[src/rtl/cv_frame_smoother_pkg.sv]
// Shared definitions for the CV frame smoother: widths, channel count and FSM states.
package cv_pkg;

  localparam int CV_WIDTH    = 16;
  localparam int CV_CHANNELS = 4;
  localparam int OVR_WIDTH   = 8;

  typedef enum logic [1:0] {
    S_IDLE    = 2'd0,
    S_FILTER  = 2'd1,
    S_PUBLISH = 2'd2
  } state_t;

endpackage

[src/rtl/cv_frame_smoother_sync_edge_detect.sv]
// Two-flop synchroniser for a flag from a foreign clock domain, plus a third
// flop that turns the synchronised level into a single-cycle rising-edge pulse.
module sync_edge_detect (
  input  logic i_Clock,
  input  logic i_Reset,
  input  logic i_Async,
  output logic o_Pulse
);

  logic sync1_q, sync1_d;
  logic sync2_q, sync2_d;
  logic sync3_q, sync3_d;

  // Next-state of the synchroniser chain: a plain shift of the async level.
  always_comb begin
    sync1_d = i_Async;
    sync2_d = sync1_q;
    sync3_d = sync2_q;
  end

  // Synchroniser and edge-history flops.
  always_ff @(posedge i_Clock) begin
    if (i_Reset) begin
      sync1_q <= 1'b0;
      sync2_q <= 1'b0;
      sync3_q <= 1'b0;
    end else begin
      sync1_q <= sync1_d;
      sync2_q <= sync2_d;
      sync3_q <= sync3_d;
    end
  end

  assign o_Pulse = sync2_q & ~sync3_q;

endmodule

[src/rtl/cv_frame_smoother.sv]
// Captures CV frames from the SPI receiver, smooths each channel with a
// one-pole IIR on a single shared datapath, and publishes with a valid strobe.
// Also tracks dropped frames and a stale-input watchdog.
module cv_frame_smoother
  import cv_pkg::*;
#(
  parameter int CHANNELS       = CV_CHANNELS,
  parameter int DATA_WIDTH     = CV_WIDTH,
  parameter int SMOOTH_SHIFT   = 2,
  parameter int TIMEOUT_CYCLES = 1000000
) (
  input  logic                  i_Clock,
  input  logic                  i_Reset,
  input  logic                  i_Data_Received,
  input  logic [DATA_WIDTH-1:0] i_Data0,
  input  logic [DATA_WIDTH-1:0] i_Data1,
  input  logic [DATA_WIDTH-1:0] i_Data2,
  input  logic [DATA_WIDTH-1:0] i_Data3,
  output logic [DATA_WIDTH-1:0] o_CV0,
  output logic [DATA_WIDTH-1:0] o_CV1,
  output logic [DATA_WIDTH-1:0] o_CV2,
  output logic [DATA_WIDTH-1:0] o_CV3,
  output logic                  o_Valid,
  output logic                  o_Primed,
  output logic                  o_Stale,
  output logic [OVR_WIDTH-1:0]  o_Overrun_Count
);

  localparam int CH_W = $clog2(CHANNELS);
  localparam int WD_W = $clog2(TIMEOUT_CYCLES + 1);
  localparam logic [WD_W-1:0] WD_MAX  = WD_W'(TIMEOUT_CYCLES - 1);
  localparam logic [CH_W-1:0] CH_LAST = CH_W'(CHANNELS - 1);

  state_t                 state_q, state_d;
  logic [CH_W-1:0]        ch_q, ch_d;
  logic [DATA_WIDTH-1:0]  raw_q [CHANNELS];
  logic [DATA_WIDTH-1:0]  raw_d [CHANNELS];
  logic [DATA_WIDTH-1:0]  acc_q [CHANNELS];
  logic [DATA_WIDTH-1:0]  acc_d [CHANNELS];
  logic [DATA_WIDTH-1:0]  cv_q  [CHANNELS];
  logic [DATA_WIDTH-1:0]  cv_d  [CHANNELS];
  logic                   valid_q, valid_d;
  logic                   primed_q, primed_d;
  logic                   stale_q, stale_d;
  logic [OVR_WIDTH-1:0]   ovr_q, ovr_d;
  logic [WD_W-1:0]        wd_q, wd_d;

  logic                   accept_s;
  logic [DATA_WIDTH-1:0]  raw_sel_s;
  logic [DATA_WIDTH-1:0]  acc_sel_s;
  logic signed [DATA_WIDTH:0] diff_s;
  logic signed [DATA_WIDTH:0] step_s;
  logic signed [DATA_WIDTH:0] sum_s;
  logic [DATA_WIDTH-1:0]  acc_new_s;
  logic                   unused_carry_s;

  sync_edge_detect u_sync (
    .i_Clock (i_Clock),
    .i_Reset (i_Reset),
    .i_Async (i_Data_Received),
    .o_Pulse (accept_s)
  );

  // Shared filter datapath: the result lies between acc and raw, so the
  // dropped carry bit never matters. Unprimed frames load raw directly.
  always_comb begin
    raw_sel_s = raw_q[ch_q];
    acc_sel_s = acc_q[ch_q];
    diff_s    = $signed({1'b0, raw_sel_s}) - $signed({1'b0, acc_sel_s});
    step_s    = diff_s >>> SMOOTH_SHIFT;
    sum_s     = $signed({1'b0, acc_sel_s}) + step_s;
    unused_carry_s = sum_s[DATA_WIDTH];
    if (primed_q) begin
      acc_new_s = sum_s[DATA_WIDTH-1:0];
    end else begin
      acc_new_s = raw_sel_s;
    end
  end

  // FSM next-state, watchdog, overrun counting and output staging.
  always_comb begin
    state_d  = state_q;
    ch_d     = ch_q;
    raw_d    = raw_q;
    acc_d    = acc_q;
    cv_d     = cv_q;
    valid_d  = 1'b0;
    primed_d = primed_q;
    stale_d  = stale_q;
    ovr_d    = ovr_q;

    if (wd_q == WD_MAX) begin
      wd_d = wd_q;
    end else begin
      wd_d = wd_q + WD_W'(1);
    end
    if (wd_d == WD_MAX) begin
      stale_d = 1'b1;
    end else begin
      stale_d = stale_q;
    end

    case (state_q)
      S_IDLE: begin
        if (accept_s) begin
          raw_d[0] = i_Data0;
          raw_d[1] = i_Data1;
          raw_d[2] = i_Data2;
          raw_d[3] = i_Data3;
          ch_d     = CH_W'(0);
          wd_d     = WD_W'(0);
          state_d  = S_FILTER;
        end else begin
          state_d  = S_IDLE;
        end
      end
      S_FILTER: begin
        acc_d[ch_q] = acc_new_s;
        if (ch_q == CH_LAST) begin
          state_d = S_PUBLISH;
        end else begin
          ch_d = ch_q + CH_W'(1);
        end
      end
      S_PUBLISH: begin
        cv_d     = acc_q;
        valid_d  = 1'b1;
        primed_d = 1'b1;
        stale_d  = 1'b0;
        state_d  = S_IDLE;
      end
      default: begin
        state_d = S_IDLE;
      end
    endcase

    // A frame arriving while busy is dropped and counted.
    if (accept_s && (state_q != S_IDLE) && (ovr_q != {OVR_WIDTH{1'b1}})) begin
      ovr_d = ovr_q + OVR_WIDTH'(1);
    end else begin
      ovr_d = ovr_q;
    end
  end

  // State and datapath registers.
  always_ff @(posedge i_Clock) begin
    if (i_Reset) begin
      state_q  <= S_IDLE;
      ch_q     <= '0;
      valid_q  <= 1'b0;
      primed_q <= 1'b0;
      stale_q  <= 1'b0;
      ovr_q    <= '0;
      wd_q     <= '0;
      for (int i = 0; i < CHANNELS; i++) begin
        raw_q[i] <= '0;
        acc_q[i] <= '0;
        cv_q[i]  <= '0;
      end
    end else begin
      state_q  <= state_d;
      ch_q     <= ch_d;
      valid_q  <= valid_d;
      primed_q <= primed_d;
      stale_q  <= stale_d;
      ovr_q    <= ovr_d;
      wd_q     <= wd_d;
      raw_q    <= raw_d;
      acc_q    <= acc_d;
      cv_q     <= cv_d;
    end
  end

  assign o_CV0           = cv_q[0];
  assign o_CV1           = cv_q[1];
  assign o_CV2           = cv_q[2];
  assign o_CV3           = cv_q[3];
  assign o_Valid         = valid_q;
  assign o_Primed        = primed_q;
  assign o_Stale         = stale_q;
  assign o_Overrun_Count = ovr_q;

endmodule

[config.mk]
export PLATFORM = sky130hd
export DESIGN_NAME = cv_frame_smoother
export DESIGN_NICKNAME = d
export VERILOG_FILES = /design/src/rtl/cv_frame_smoother_pkg.sv /design/src/rtl/cv_frame_smoother_sync_edge_detect.sv /design/src/rtl/cv_frame_smoother.sv
export SDC_FILE = /design/constraint.sdc
export NUM_CORES = 1
export LEC_CHECK = 0
export ABC_AREA = 1
export CELL_PAD_IN_SITES_DETAIL_PLACEMENT = 0
export CELL_PAD_IN_SITES_GLOBAL_PLACEMENT = 1
export CORE_MARGIN = 3
export CORE_UTILIZATION = 46
export CTS_CLUSTER_SIZE = 16
export DETAILED_ROUTE_END_ITERATION = 8
export DONT_BUFFER_PORTS = 1
export PLACE_DENSITY_LB_ADDON = 0.1
export SYNTH_ARGS = -nofsm -noshare
export SYNTH_HDL_FRONTEND = slang
export SYNTH_SLANG_ARGS = --single-unit
[constraint.sdc]
create_clock -name i_Clock -period 6.55 [get_ports i_Clock]
set_clock_uncertainty 0.1 [all_clocks]
set_input_delay 0.9825 -clock i_Clock [delete_from_list [all_inputs] [get_ports i_Clock]]
set_output_delay 0.9825 -clock i_Clock [all_outputs]
set_load 0.05 [all_outputs]
==> reports/results.md <==
| Group | Metric | Reported |
|---|---|---|
| run status | Result of the run | complete, no violations |
| grt | Via count of the first global-routing pass | 9041 |
| sta | Final worst path period share | 0.775 |
| run | Max-cap viol count | 0 |
| clocking | Worst skew pair latency | 0.52 ns |
| cells and area | Number of standard cells in the layout, taps in and fillers out | 1837 |
| synth | Count of flip-flops with a built-in enable after synthesis | 0 |
| pwr | Static power due to leakage | 5.10 nW |
| synth | Leading register cell type out of synthesis | sky130_fd_sc_hd__dfxtp_1 |
| synth | Syn avg cell area | 7.16 sq um |
| sta | Final hold violation count | 0 |
| synth | Share of synthesized area occupied by flip-flops and latches | 0.414 |
| worst setup path | Critical path class | reg -> reg |
| worst setup path | Largest driver fanout on the critical path | 35 |
| synth | Yosys synthesis warning count | 0 |
| synth | Net count after synthesis | 1658 |
| grt | Total GRT Usage | 0.225 |
| die | Vert. Die Dim | 162 um |
| placed design | Routability Congestion | 0.902 |
| synth | Asr flop ratio synth | 0 |
| min path | Classification of the worst-slack hold path | reg -> reg |
| die | Count of boundary I/O pins | 142 |
| worst setup path | Required time reported for the critical path endpoint | 6.86 ns |
| cells and area | Area growth, synth to finish | 8.63% |
| grt | Maximum number of pins on one net before global-route repair | 91 |
| die | Total number of placement rows | 56 |
| placed design | Estimated wirelength of the detail-placed design | 20900 um |
| sta | Minimum period implied by the final worst setup slack | 5.07 ns |
| clocking | Total CTS buffers | 25 |
| worst setup path | Type of element capturing the critical path | register |
| clocking | Reg clk slew, reported paths | 0.06 ns |
| sta | Worst rel slew slack | 0.190 |
| grt | Global route total overflow | 0 |
| drt | Number of vias after detailed routing | 9576 |
| clocking | Number of post-CTS setup repair buffers | 0 |
| grt | Number of antenna violations at the first check in global routing | 0 |
| die | Floorplan die width | 162 um |
| clocking | CTS tree | built |
| cells and area | Cell area after layout | 12100 sq um |
| sta | Hold Slack | 0.304 ns |
| clocking | Number of levels in the clock H-tree | 1 |
| cells and area | ANT cells | 0 |
| worst setup path | Signal arrival time at the worst endpoint | 5.39 ns |
| cells and area | Share of layout cells above drive strength 1 | 0.0573 |
| synth | Flops & latches, synth | 230 |
| sta | RSZ-0062 raised after global routing | false |
| clocking | Clock root buffer master | sky130_fd_sc_hd__clkbuf_16 |
| sta | Count of endpoints failing setup in the final report | 0 |
| synth | Cell Area, Synth | 11100 sq um |
| clocking | Cts repair resizes | 0 |
| clocking | CTS Sinks | 230 |
| drt | Routed WL per cell | 16.3 um |
| drt | Average vias per placed instance | 5.21 |
| placed design | Post-detailed-placement cell area | 11200 sq um |
| die | Overall die area | 26100 sq um |
| drt | Remaining routing DRC violations | 0 |
| drt | Antenna viol nets, final | 0 |
| pwr | Worst voltage drop across the vdd grid | 0.000169 V |
| sta | Slew at the pin with the worst max-slew slack | 1.21 ns |
| clocking | Max Buffers Root-to-Sink | 3 |
| cells and area | Filler instances | 2466 |
| placed design | Total placed cells including tap cells | 1792 |
| pwr | Power density cells | 320 nW/um^2 |
| sta | Maximum clock frequency | 197 MHz |
| drt | Detailed-routing iteration count for the pre-antenna-repair pass | 5 |
| grt | Wire length of the first global-routing pass | 48100 um |
| die | Initial Util | 0.471 |
| drt | Total Wirelength | 29900 um |
| synth | Gate Count Post-Synth | 1553 |
| drt | Violation count after the first detailed-routing iteration | 632 |
| sta | Pins over their slew limit | 0 |
| die | Core Region | 23600 sq um |
| clocking | Hold bufs inserted after CTS | 0 |
| sta | Total negative setup slack | 0 ns |
| worst setup path | Nature of the critical path startpoint | register |
| placed design | Port Buffers | 0 |
| synth | Number of distinct library cells after synthesis | 46 |
| cells and area | Nets | 1605 |
==> Yosys cell counts, types with 2 or more instances <==
library cell	n	area [sq um]
sky130_fd_sc_hd__a211oi_1	2	15.0
sky130_fd_sc_hd__a21o_1	4	30.0
sky130_fd_sc_hd__a21oi_1	97	485
sky130_fd_sc_hd__a31o_2	2	17.5
sky130_fd_sc_hd__a32oi_1	15	131
sky130_fd_sc_hd__buf_1	6	22.5
sky130_fd_sc_hd__buf_2	12	60.1
sky130_fd_sc_hd__clkbuf_1	69	259
sky130_fd_sc_hd__dfxtp_1	230	4600
sky130_fd_sc_hd__ha_1	37	463
sky130_fd_sc_hd__inv_1	198	743
sky130_fd_sc_hd__inv_2	3	11.3
sky130_fd_sc_hd__nand2_1	173	649
sky130_fd_sc_hd__nand2_2	8	50.1
sky130_fd_sc_hd__nand2_4	5	56.3
sky130_fd_sc_hd__nand3_1	123	616
sky130_fd_sc_hd__nand3_2	4	40.0
sky130_fd_sc_hd__nand4_1	8	50.1
sky130_fd_sc_hd__nor2_1	244	916
sky130_fd_sc_hd__nor2_2	2	12.5
sky130_fd_sc_hd__nor3_1	10	50.1
sky130_fd_sc_hd__nor3_2	3	30.0
sky130_fd_sc_hd__nor4_1	2	12.5
sky130_fd_sc_hd__o211ai_1	21	158
sky130_fd_sc_hd__o21ai_0	197	986
sky130_fd_sc_hd__o21ai_1	5	25.0
sky130_fd_sc_hd__o21bai_1	3	22.5
sky130_fd_sc_hd__o22ai_1	15	93.8
sky130_fd_sc_hd__xnor2_1	15	131
sky130_fd_sc_hd__xor2_1	24	210
==> placed cells by master (no fill, tap or decap), types with 24 or more instances in the layout <==
cell type | netlist | layout
sky130_fd_sc_hd__a21oi_1 | 97 | 97
sky130_fd_sc_hd__clkbuf_16 | 0 | 25
sky130_fd_sc_hd__dfxtp_1 | 230 | 229
sky130_fd_sc_hd__ha_1 | 37 | 37
sky130_fd_sc_hd__inv_1 | 198 | 195
sky130_fd_sc_hd__nand2_1 | 173 | 172
sky130_fd_sc_hd__nand3_1 | 123 | 123
sky130_fd_sc_hd__nor2_1 | 244 | 244
sky130_fd_sc_hd__o21ai_0 | 197 | 197
sky130_fd_sc_hd__xor2_1 | 24 | 24
==> layer usage <==
| layer | wire [um] | vias up | part of all wire | global-route usage |
|---|---|---|---|---|
| met5 | 0 | - | 0 | 0 |
| met3 | 1230 | 42 | 0.041 | 0.0323 |
| met4 | 644 | 0 | 0.022 | 0.0485 |
| met2 | 14500 | 178 | 0.49 | 0.396 |
| li1 | - | 4962 | - | - |
| met1 | 13500 | 4394 | 0.45 | 0.295 |
==> power breakdown <==
group	internal [mW]	total [mW]	switching, mW
clock network	0.887	1.45	0.561
logic	0.342	0.950	0.608
registers	1.44	1.47	0.0322
==> registers in the layout (all words and copies together), names as in the netlist, 2 cells and up <==
signal	flops
o_CV0	16
o_CV2	16
o_CV3	16
acc_q	64
ch_q	2
o_Overrun_Count	8
raw_q	64
wd_q	20
o_CV1	16
state_q	2
==> critical path: stages (launching register included) <==
cell and delay, ns:
sky130_fd_sc_hd__dfxtp_2 0.67, sky130_fd_sc_hd__buf_4 0.43, sky130_fd_sc_hd__nand2_1 0.10, sky130_fd_sc_hd__a32oi_1 0.38
sky130_fd_sc_hd__inv_1 0.08, sky130_fd_sc_hd__ha_1 0.32, sky130_fd_sc_hd__nand2_1 0.09, sky130_fd_sc_hd__inv_1 0.04
sky130_fd_sc_hd__a21boi_0 0.25, sky130_fd_sc_hd__nand2_2 0.11, sky130_fd_sc_hd__nand2_2 0.08, sky130_fd_sc_hd__nand2_4 0.07
sky130_fd_sc_hd__a21oi_4 0.17, sky130_fd_sc_hd__inv_2 0.04, sky130_fd_sc_hd__nand2_1 0.05, sky130_fd_sc_hd__o211ai_1 0.11
sky130_fd_sc_hd__xor2_1 0.24, sky130_fd_sc_hd__ha_1 0.30, sky130_fd_sc_hd__a21oi_1 0.24, sky130_fd_sc_hd__o21ai_0 0.17
sky130_fd_sc_hd__a211oi_1 0.21, sky130_fd_sc_hd__o21ai_0 0.13, sky130_fd_sc_hd__xor2_1 0.16, sky130_fd_sc_hd__nand2_1 0.13
sky130_fd_sc_hd__nand3_1 0.10, sky130_fd_sc_hd__o211ai_1 0.13, sky130_fd_sc_hd__inv_1 0.06
==> final timing paths <==
| path | start | to | slack (ns) | cells after the start |
|---|---|---|---|---|
| max | ch_q[0]$_SDFFE_PP0P_ | acc_q[14]$_SDFFE_PP0P_ | 1.48 | 26 |
| min | u_sync.sync1_q$_SDFF_PP0_ | u_sync.sync2_q$_SDFF_PP0_ | 0.30 | 2 |
| max reg2reg | ch_q[0]$_SDFFE_PP0P_ | acc_q[14]$_SDFFE_PP0P_ | 1.48 | 26 |
| min reg2reg | u_sync.sync1_q$_SDFF_PP0_ | u_sync.sync2_q$_SDFF_PP0_ | 0.30 | 2 |
==> kinds of logic after synthesis <==
logic type      share of synthesized area
mux                              0.000900
compound gates                      0.183
xor+xnor                           0.0307
fa+ha+maj                          0.0434
buf+inv                             0.100
flops                               0.414
simple gates                        0.228
==> final cells by class <==
type / instances / area, sq um / share of cell area
clock buffer: 38 / 734 / 0.0608
clock inverter: 7 / 113 / 0.00932
inverter: 202 / 766 / 0.0634
multi-input combinational: 1033 / 5410 / 0.447
sequential: 230 / 4610 / 0.381
tap: 319 / 399 / 0.0330
timing repair buffer: 8 / 60.1 / 0.00497
==> per-stage QoR <==
step                      worst slack, ns  total power [mW]   util
after detailed placement             1.50              2.45  0.476
after global routing                0.974              4.10  0.512
after floorplan                      2.01              2.25      -
after CTS                            1.48              3.91  0.512
final                                1.48              3.87  0.512
after global placement               1.63              2.44  0.476
Power figures use the tool's default switching activity.
